<file path="config.mk">
export PLATFORM = sky130hd
export DESIGN_NAME = sseg_scan_ctrl
export DESIGN_NICKNAME = d
export VERILOG_FILES = /design/src/rtl/sseg_scan_ctrl.sv
export SDC_FILE = /design/constraint.sdc
export NUM_CORES = 1
export LEC_CHECK = 0
export CAP_MARGIN = 20
export CORE_ASPECT_RATIO = 1.25
export CORE_UTILIZATION = 63
export CTS_CLUSTER_SIZE = 40
export DETAILED_ROUTE_END_ITERATION = 10
export DONT_BUFFER_PORTS = 1
export GPL_ROUTABILITY_DRIVEN = 0
export HOLD_SLACK_MARGIN = 0.12
export PLACE_DENSITY_LB_ADDON = 0.25
export REMOVE_ABC_BUFFERS = 1
export SYNTH_ARGS = -nofsm -noshare
export SYNTH_HDL_FRONTEND = slang
export SYNTH_SLANG_ARGS = --single-unit
</file>
<file path="constraint.sdc">
create_clock -name clk -period 4.65 [get_ports clk]
set_input_delay 1.395 -clock clk [delete_from_list [all_inputs] [get_ports clk]]
set_output_delay 1.395 -clock clk [all_outputs]
set_load 0.005 [all_outputs]
</file>
<file path="src/rtl/sseg_scan_ctrl.sv">
// ============================================================================
//  Module   : sseg_scan_ctrl
//  Brief    : 4-digit seven-segment scan controller with enable, blink,
//             PWM brightness and a one-cycle dead time per digit slot.
//  Revision : 1.0 - initial release
// ============================================================================
`default_nettype none

module sseg_scan_ctrl #(
    parameter int TICK_DIV  = 100000,
    parameter int BLINK_DIV = 250
) (
    input  logic       clk,
    input  logic       reset,
    input  logic [6:0] in0,
    input  logic [6:0] in1,
    input  logic [6:0] in2,
    input  logic [6:0] in3,
    input  logic [3:0] dp_in,
    input  logic [3:0] digit_en,
    input  logic [3:0] blink_en,
    input  logic [2:0] brightness,
    output logic [3:0] an,
    output logic [6:0] sseg,
    output logic       dp,
    output logic [1:0] scan_idx
);

    localparam int c_pre_w = $clog2(TICK_DIV);
    localparam int c_blk_w = (BLINK_DIV > 1) ? $clog2(BLINK_DIV) : 1;
    localparam int c_on_w  = c_pre_w + 1;

    localparam logic [c_pre_w-1:0] c_pre_max = c_pre_w'(TICK_DIV - 1);
    localparam logic [c_blk_w-1:0] c_blk_max = c_blk_w'(BLINK_DIV - 1);
    localparam logic [c_on_w-1:0]  c_step    = c_on_w'(TICK_DIV / 8);

    logic [c_pre_w-1:0] r_pre_cnt;
    logic [c_blk_w-1:0] r_blink_cnt;
    logic               r_blink_phase;
    logic [1:0]         r_scan_idx;
    logic [3:0]         r_en_s;
    logic [3:0]         r_bl_s;
    logic [2:0]         r_br_s;
    logic [3:0]         r_an;
    logic [6:0]         r_sseg;
    logic               r_dp;

    logic               w_tick;
    logic [c_on_w-1:0]  w_on;
    logic               w_lit;
    logic [6:0]         w_seg_sel;
    logic [3:0]         w_an_sel;

    assign w_tick = (r_pre_cnt == c_pre_max);

    always_comb begin
        w_on     = ({{(c_on_w-3){1'b0}}, r_br_s} + c_on_w'(1)) * c_step;
        w_an_sel = ~(4'b0001 << r_scan_idx);
        // pre_cnt==0 is the dead time that keeps the previous digit from ghosting
        w_lit    = r_en_s[r_scan_idx]
                 & ~(r_bl_s[r_scan_idx] & r_blink_phase)
                 & (r_pre_cnt != '0)
                 & ({1'b0, r_pre_cnt} < w_on);
        w_seg_sel = 7'h7F;
        case (r_scan_idx)
            2'd0:    w_seg_sel = in0;
            2'd1:    w_seg_sel = in1;
            2'd2:    w_seg_sel = in2;
            default: w_seg_sel = in3;
        endcase
    end

    // Slot sequencing; the shadows only move on a tick so mid-slot changes wait
    always_ff @(posedge clk) begin
        if (reset) begin
            r_pre_cnt     <= '0;
            r_blink_cnt   <= '0;
            r_blink_phase <= 1'b0;
            r_scan_idx    <= 2'd0;
            r_en_s        <= digit_en;
            r_bl_s        <= blink_en;
            r_br_s        <= brightness;
        end else if (w_tick) begin
            r_pre_cnt  <= '0;
            r_scan_idx <= r_scan_idx + 2'd1;
            r_en_s     <= digit_en;
            r_bl_s     <= blink_en;
            r_br_s     <= brightness;
            if (r_blink_cnt == c_blk_max) begin
                r_blink_cnt   <= '0;
                r_blink_phase <= ~r_blink_phase;
            end else begin
                r_blink_cnt <= r_blink_cnt + c_blk_w'(1);
            end
        end else begin
            r_pre_cnt <= r_pre_cnt + c_pre_w'(1);
        end
    end

    // Pin drivers registered together so an and sseg always change on the same edge
    always_ff @(posedge clk) begin
        if (reset) begin
            r_an   <= 4'b1111;
            r_sseg <= 7'h7F;
            r_dp   <= 1'b1;
        end else if (w_lit) begin
            r_an   <= w_an_sel;
            r_sseg <= w_seg_sel;
            r_dp   <= ~dp_in[r_scan_idx];
        end else begin
            r_an   <= 4'b1111;
            r_sseg <= 7'h7F;
            r_dp   <= 1'b1;
        end
    end

    assign an       = r_an;
    assign sseg     = r_sseg;
    assign dp       = r_dp;
    assign scan_idx = r_scan_idx;

endmodule

`default_nettype wire

</file>
### Word-level counts from Yosys, hierarchy flattened

Cells that the tools add are included.

* $add $sub $neg: 4
* reduce and logical (&&, ||, !) cells: 6
* muxes and demuxes: 14
* equality and inequality tests: 4
* shift-type cells: 1
* bitwise gates (word level): 9
* magnitude comparators: 2
* $mul: 1

Operators by type and width (count)
* $pmux W7 S3: 1
* $lt A17 B18 Y1: 1
* $add A17 B1 Y17 const B: 1
* $eq A17 B17 Y1 const B: 1
* $reduce_bool A17 Y1: 1
* $mul A4 B12 Y16 const B: 1
* $mux W4: 4
* $add A8 B1 Y8 const B: 1
* $eq A8 B8 Y1 const B: 1
* $mux W8: 1
* $bmux W1 S2: 3
* $mux W3: 2
* $add A3 B1 Y4 const B: 1
* $and A1 B1 Y1: 4
* $not A1 Y1: 4
* $not A4 Y4: 1
* $reduce_or A2 Y1: 2
* $shl A1 B2 Y4 const A: 1
* $lt A2 B3 Y1 const B: 1
* $mux W1: 3
* $add A2 B1 Y2 const B: 1
* $eq A2 B1 Y1 const B: 1
* $eq A2 B2 Y1 const B: 1
* $logic_not A2 Y1: 1
* other kinds (2): 2

* word-level logic and storage cells: 51
* register bits: 51
* output and inout port bits: 14

### Longest topological paths before layout

* depth in word-level cells: 9
* mapped depth: 19

### Least setup slack after synthesis

Ideal clock, no wire load.

* path type: flip-flop to flip-flop
* from: register r_br_s[0]
* to: register r_an[1], in the netlist an[1]
* clock period less this slack: 3.804 ns
* path slack: 0.846 ns
* stages on the path, launching flop included: 19
* library setup time: 0.133 ns
* data arrival time: 3.671 ns
* path through: edfxtp_1 -> clkbuf_1 -> inv_1 -> ha_1 -> ha_1 -> ha_1 -> ha_1 -> a21oi_1 -> o21ai_0 -> a21o_1 -> a21oi_1 -> xnor2_1 -> ha_1 -> a21o_1 -> nand3_1 -> a21oi_1 -> o21ai_1 -> buf_4 -> nand3_1

* word-level cells in the longest chain between the ends: 6

RTL lines
* from (decl): line 43 `logic [2:0] r_br_s;`
* from (signal assigned): line 82 `r_br_s <= brightness;`
* from (signal assigned): line 88 `r_br_s <= brightness;`
* $add A3 B1 Y4: line 57 `w_on = ({{(c_on_w-3){1'b0}}, r_br_s} + c_on_w'(1)) * c_step;`
* $mul A4 B12 Y16: line 57
* $lt A17 B18 Y1: line 63 `& ({1'b0, r_pre_cnt} < w_on);`
* $and A1 B1 Y1: line 63
* $not A1 Y1 (no source line)
* $reduce_or A2 Y1 (no source line)
* to (signal assigned): line 107 `r_an <= w_an_sel;`
* to (decl): line 44 `logic [3:0] r_an;`

No other way between the ends.
A chain may end at the register's enable or synchronous reset.

### Worst setup path in the final report

* from: register r_br_s[0]
* to: register r_sseg[2], in the netlist sseg[2]

* word-level cells in the longest chain between the ends: 6

RTL lines
* $add A3 B1 Y4: line 57
* $mul A4 B12 Y16: line 57
* $lt A17 B18 Y1: line 63
* $and A1 B1 Y1: line 63
* $not A1 Y1 (no source line)
* $reduce_or A2 Y1 (no source line)
* to (signal assigned): line 108 `r_sseg <= w_seg_sel;`
* to (decl): line 45 `logic [6:0] r_sseg;`

No other way between the ends.

==> qor.yml <==
placed_cells: 369
rows: 27
start_util_pct: 67.2
vias_per_cell: 6.01
dieArea_mm2: 0.00508
antenna_left: 0
grt_pass1_vias: 2172
cts_buffer_depth: 2
cts_setup_buffers: 0
timing.fmax_mhz: 246
synth-seq-area-share_pct: 37.4
cts_tree: "built"
mappedNetlistArea_mm2: 0.00302
cts-root-buf: "clkbuf_8"
fin_total_pwr_w: 0.000899
stdcell_area_mm2: 0.00316
n_fill_cell: 353
drc_errors: 0
postSynthAreaPerCell_um2: 9.38
num_io_pins: 59
tns_ns: 0
portBuffers: 0
stdcell_count: 378
cts_made_buffers: 5
pwr-share-comb_pct: 14.6
grt_overflow: 0
cap_violations: 0
status: "finished, final reports clean"
power.share.clock_pct: 32.9
synthArstFlopShare_pct: 0
antenna_found_initial: 0
p_sw_w: 0.000216
setup_ws_ns: 0.592
syn2layout_area_growth_pct: 4.47
synthFlopType: "dfxtp_1"
pwr-share-seq_pct: 52.4
rsz0062_at_grt: "no"
grt_max_degree: 29
synth_edf_count: 11
sw_frac_of_total_pct: 24.0
place_area_mm2: 0.00303
vdd_drop_max_mv: 0.185
drive_gt1_share_pct: 5.00
htree_levels: 2
cp-start-kind: "flip-flop"
synthCells: 322
endpoint_kind: "flip-flop"
dp_hpwl_um: 4480
drt_iter0_markers: 205
hold_violations: 0
nNetsFinal: 402
worstMarginPinSlew_ns: 0.484
dr.pass1.iters: 4
die_x_um: 63.9
p_int_w: 0.000682
diodes: 0
timing.final.crit_period_ns: 4.06
cts.sinks: 51
max_slew_margin_pct: 67.7
criticalPathCategory: "flip-flop to flip-flop"
synth-seq-cells: 51
dp_slack_ns: 0.647
die_h_um: 79.4
drv_slew: 0
via_count: 2270
cts_hold_buf: 0
power_density_mw_per_mm2: 285
core_mm2: 0.00449
synth_warnings: 0
ctsResizeCount: 0
clk_pin_slew_ns: 0.09
wl_um: 5840
hp-class: "flip-flop to flip-flop"
clk_latency_ns: 0.29
fin_crit_sh_pct: 87.3
critical_path_arrival_ns: 4.22
finalClockSkew_ns: 0.00378
p_leak_nw: 1.30
worstPathRequired_ns: 4.81
synth.distinct_cells: 41
finalSetupViolations: 0
wl_per_cell_um: 15.4
grt_use_total_pct: 24.9
path_max_fanout: 12
grt_pass1_wl_um: 9940
[metal layers]
layer / vias to the layer above / part of all wire [%] / GRT usage (%)
met4: 0 / 1.4 / 6.82
met1: 1055 / 42 / 29.1
met5: - / 0 / 0
met2: 62 / 52 / 45.3
met3: 9 / 5.0 / 5.29
li1: 1144 / - / -
[power groups by stage]
stage	combinational (W)	clock (W)	sequential (W)
global route	0.000151	0.000322	0.000473
finish	0.000132	0.000296	0.000471
CTS	0.000131	0.000302	0.000471
floorplan	0.000105	0	0.000479
detailed placement	0.000130	0	0.000481
global placement	0.000126	0	0.000481
[worst max-delay path, cell delays in order, from the launching register on]
cell and delay (ns):
edfxtp_1 0.57, inv_1 0.19, ha_1 0.42, ha_1 0.34
ha_1 0.29, ha_1 0.34, a21oi_1 0.13, o21ai_0 0.13
a21o_1 0.21, a21oi_1 0.17, xnor2_1 0.16, ha_1 0.28
a21o_1 0.16, nand3_1 0.07, a21oi_1 0.06, o21ai_1 0.12
buf_4 0.19, nand3_1 0.09
[cells in the final DEF, fill, tap and decap left out, types with 3 or more instances in the layout]
cell type,Yosys,layout
nor4_1,5,5
a21boi_0,4,4
a21oi_1,11,11
inv_1,16,16
edfxtp_1,11,11
clkbuf_8,0,5
nand4_1,4,4
xor2_1,11,11
nand2_1,25,25
o21ai_0,12,12
ha_1,38,38
and4_1,3,3
and3_1,8,8
a222oi_1,7,7
nor3_1,8,8
nor2_1,32,32
nand3_1,24,24
xnor2_1,24,24
a21o_1,4,4
dfxtp_1,40,40
[final cells by class]
class	count	area, µm²	share of cell area, %
clock inverters	1	30.0	0.952
clock buffers	7	76.3	2.42
well taps	58	72.6	2.30
inverters	16	60.1	1.90
repair buffers	2	22.5	0.714
flip-flops and latches	51	1130	35.8
multi-input cells	243	1760	55.9
[state kept, by name (all words and copies together) (netlist names)]
name           cells
r_pre_cnt         17
r_blink_cnt        8
sseg               7
an                 4
r_bl_s             4
r_en_s             4
r_br_s             3
scan_idx           2
dp                 1
r_blink_phase      1
[through the flow]
step	util, %	hold slack, ns
4_1_cts	69.9	0.476
2_1_floorplan	-	0.425
6_report	70.2	0.481
5_1_grt	70.2	0.515
3_3_place_gp	67.5	0.438
3_5_place_dp	67.5	0.457
[final timing paths]
| check | start | end | slack (ns) | depth (start not counted) |
|---|---|---|---|---|
| max | r_br_s[0] | sseg[2] | 0.59 | 17 |
| min | r_pre_cnt[0] | r_pre_cnt[0] | 0.48 | 1 |
| max reg2reg | r_br_s[0] | sseg[2] | 0.59 | 17 |
| min reg2reg | r_pre_cnt[0] | r_pre_cnt[0] | 0.48 | 1 |
[synthesized netlist by cell type, types with 3 or more instances]
master / number / area, µm²
a21o_1: 4 / 30.0
and3_1: 8 / 50.1
nor3_1: 8 / 40.0
nand3_1: 24 / 120
a222oi_1: 7 / 70.1
xor2_1: 11 / 96.3
edfxtp_1: 11 / 330
dfxtp_1: 40 / 801
clkbuf_1: 6 / 22.5
nand2_1: 25 / 93.8
ha_1: 38 / 475
nor4_1: 5 / 31.3
o21ai_0: 12 / 60.1
and4_1: 3 / 26.3
nor2_1: 32 / 120
a21boi_0: 4 / 30.0
a21oi_1: 11 / 55.1
inv_1: 16 / 60.1
nand4_1: 4 / 25.0
xnor2_1: 24 / 210
[kinds of logic (layout without fill, tap and decap cells)]
| group | count (synthesis) | in the layout | synth area share [%] |
|---|---|---|---|
| muxes | 2 | 2 | 1.49 |
| DFF | 51 | 51 | 37.4 |
| AOI/OAI and AO/OA | 51 | 51 | 11.4 |
| buffers and inverters | 28 | 26 | 4.18 |
| adders and majority gates | 38 | 38 | 15.7 |
| and+or+nand+nor | 115 | 115 | 18.2 |
| xor gates and xnor gates | 37 | 37 | 11.5 |
(Power assumes the default switching activity.)
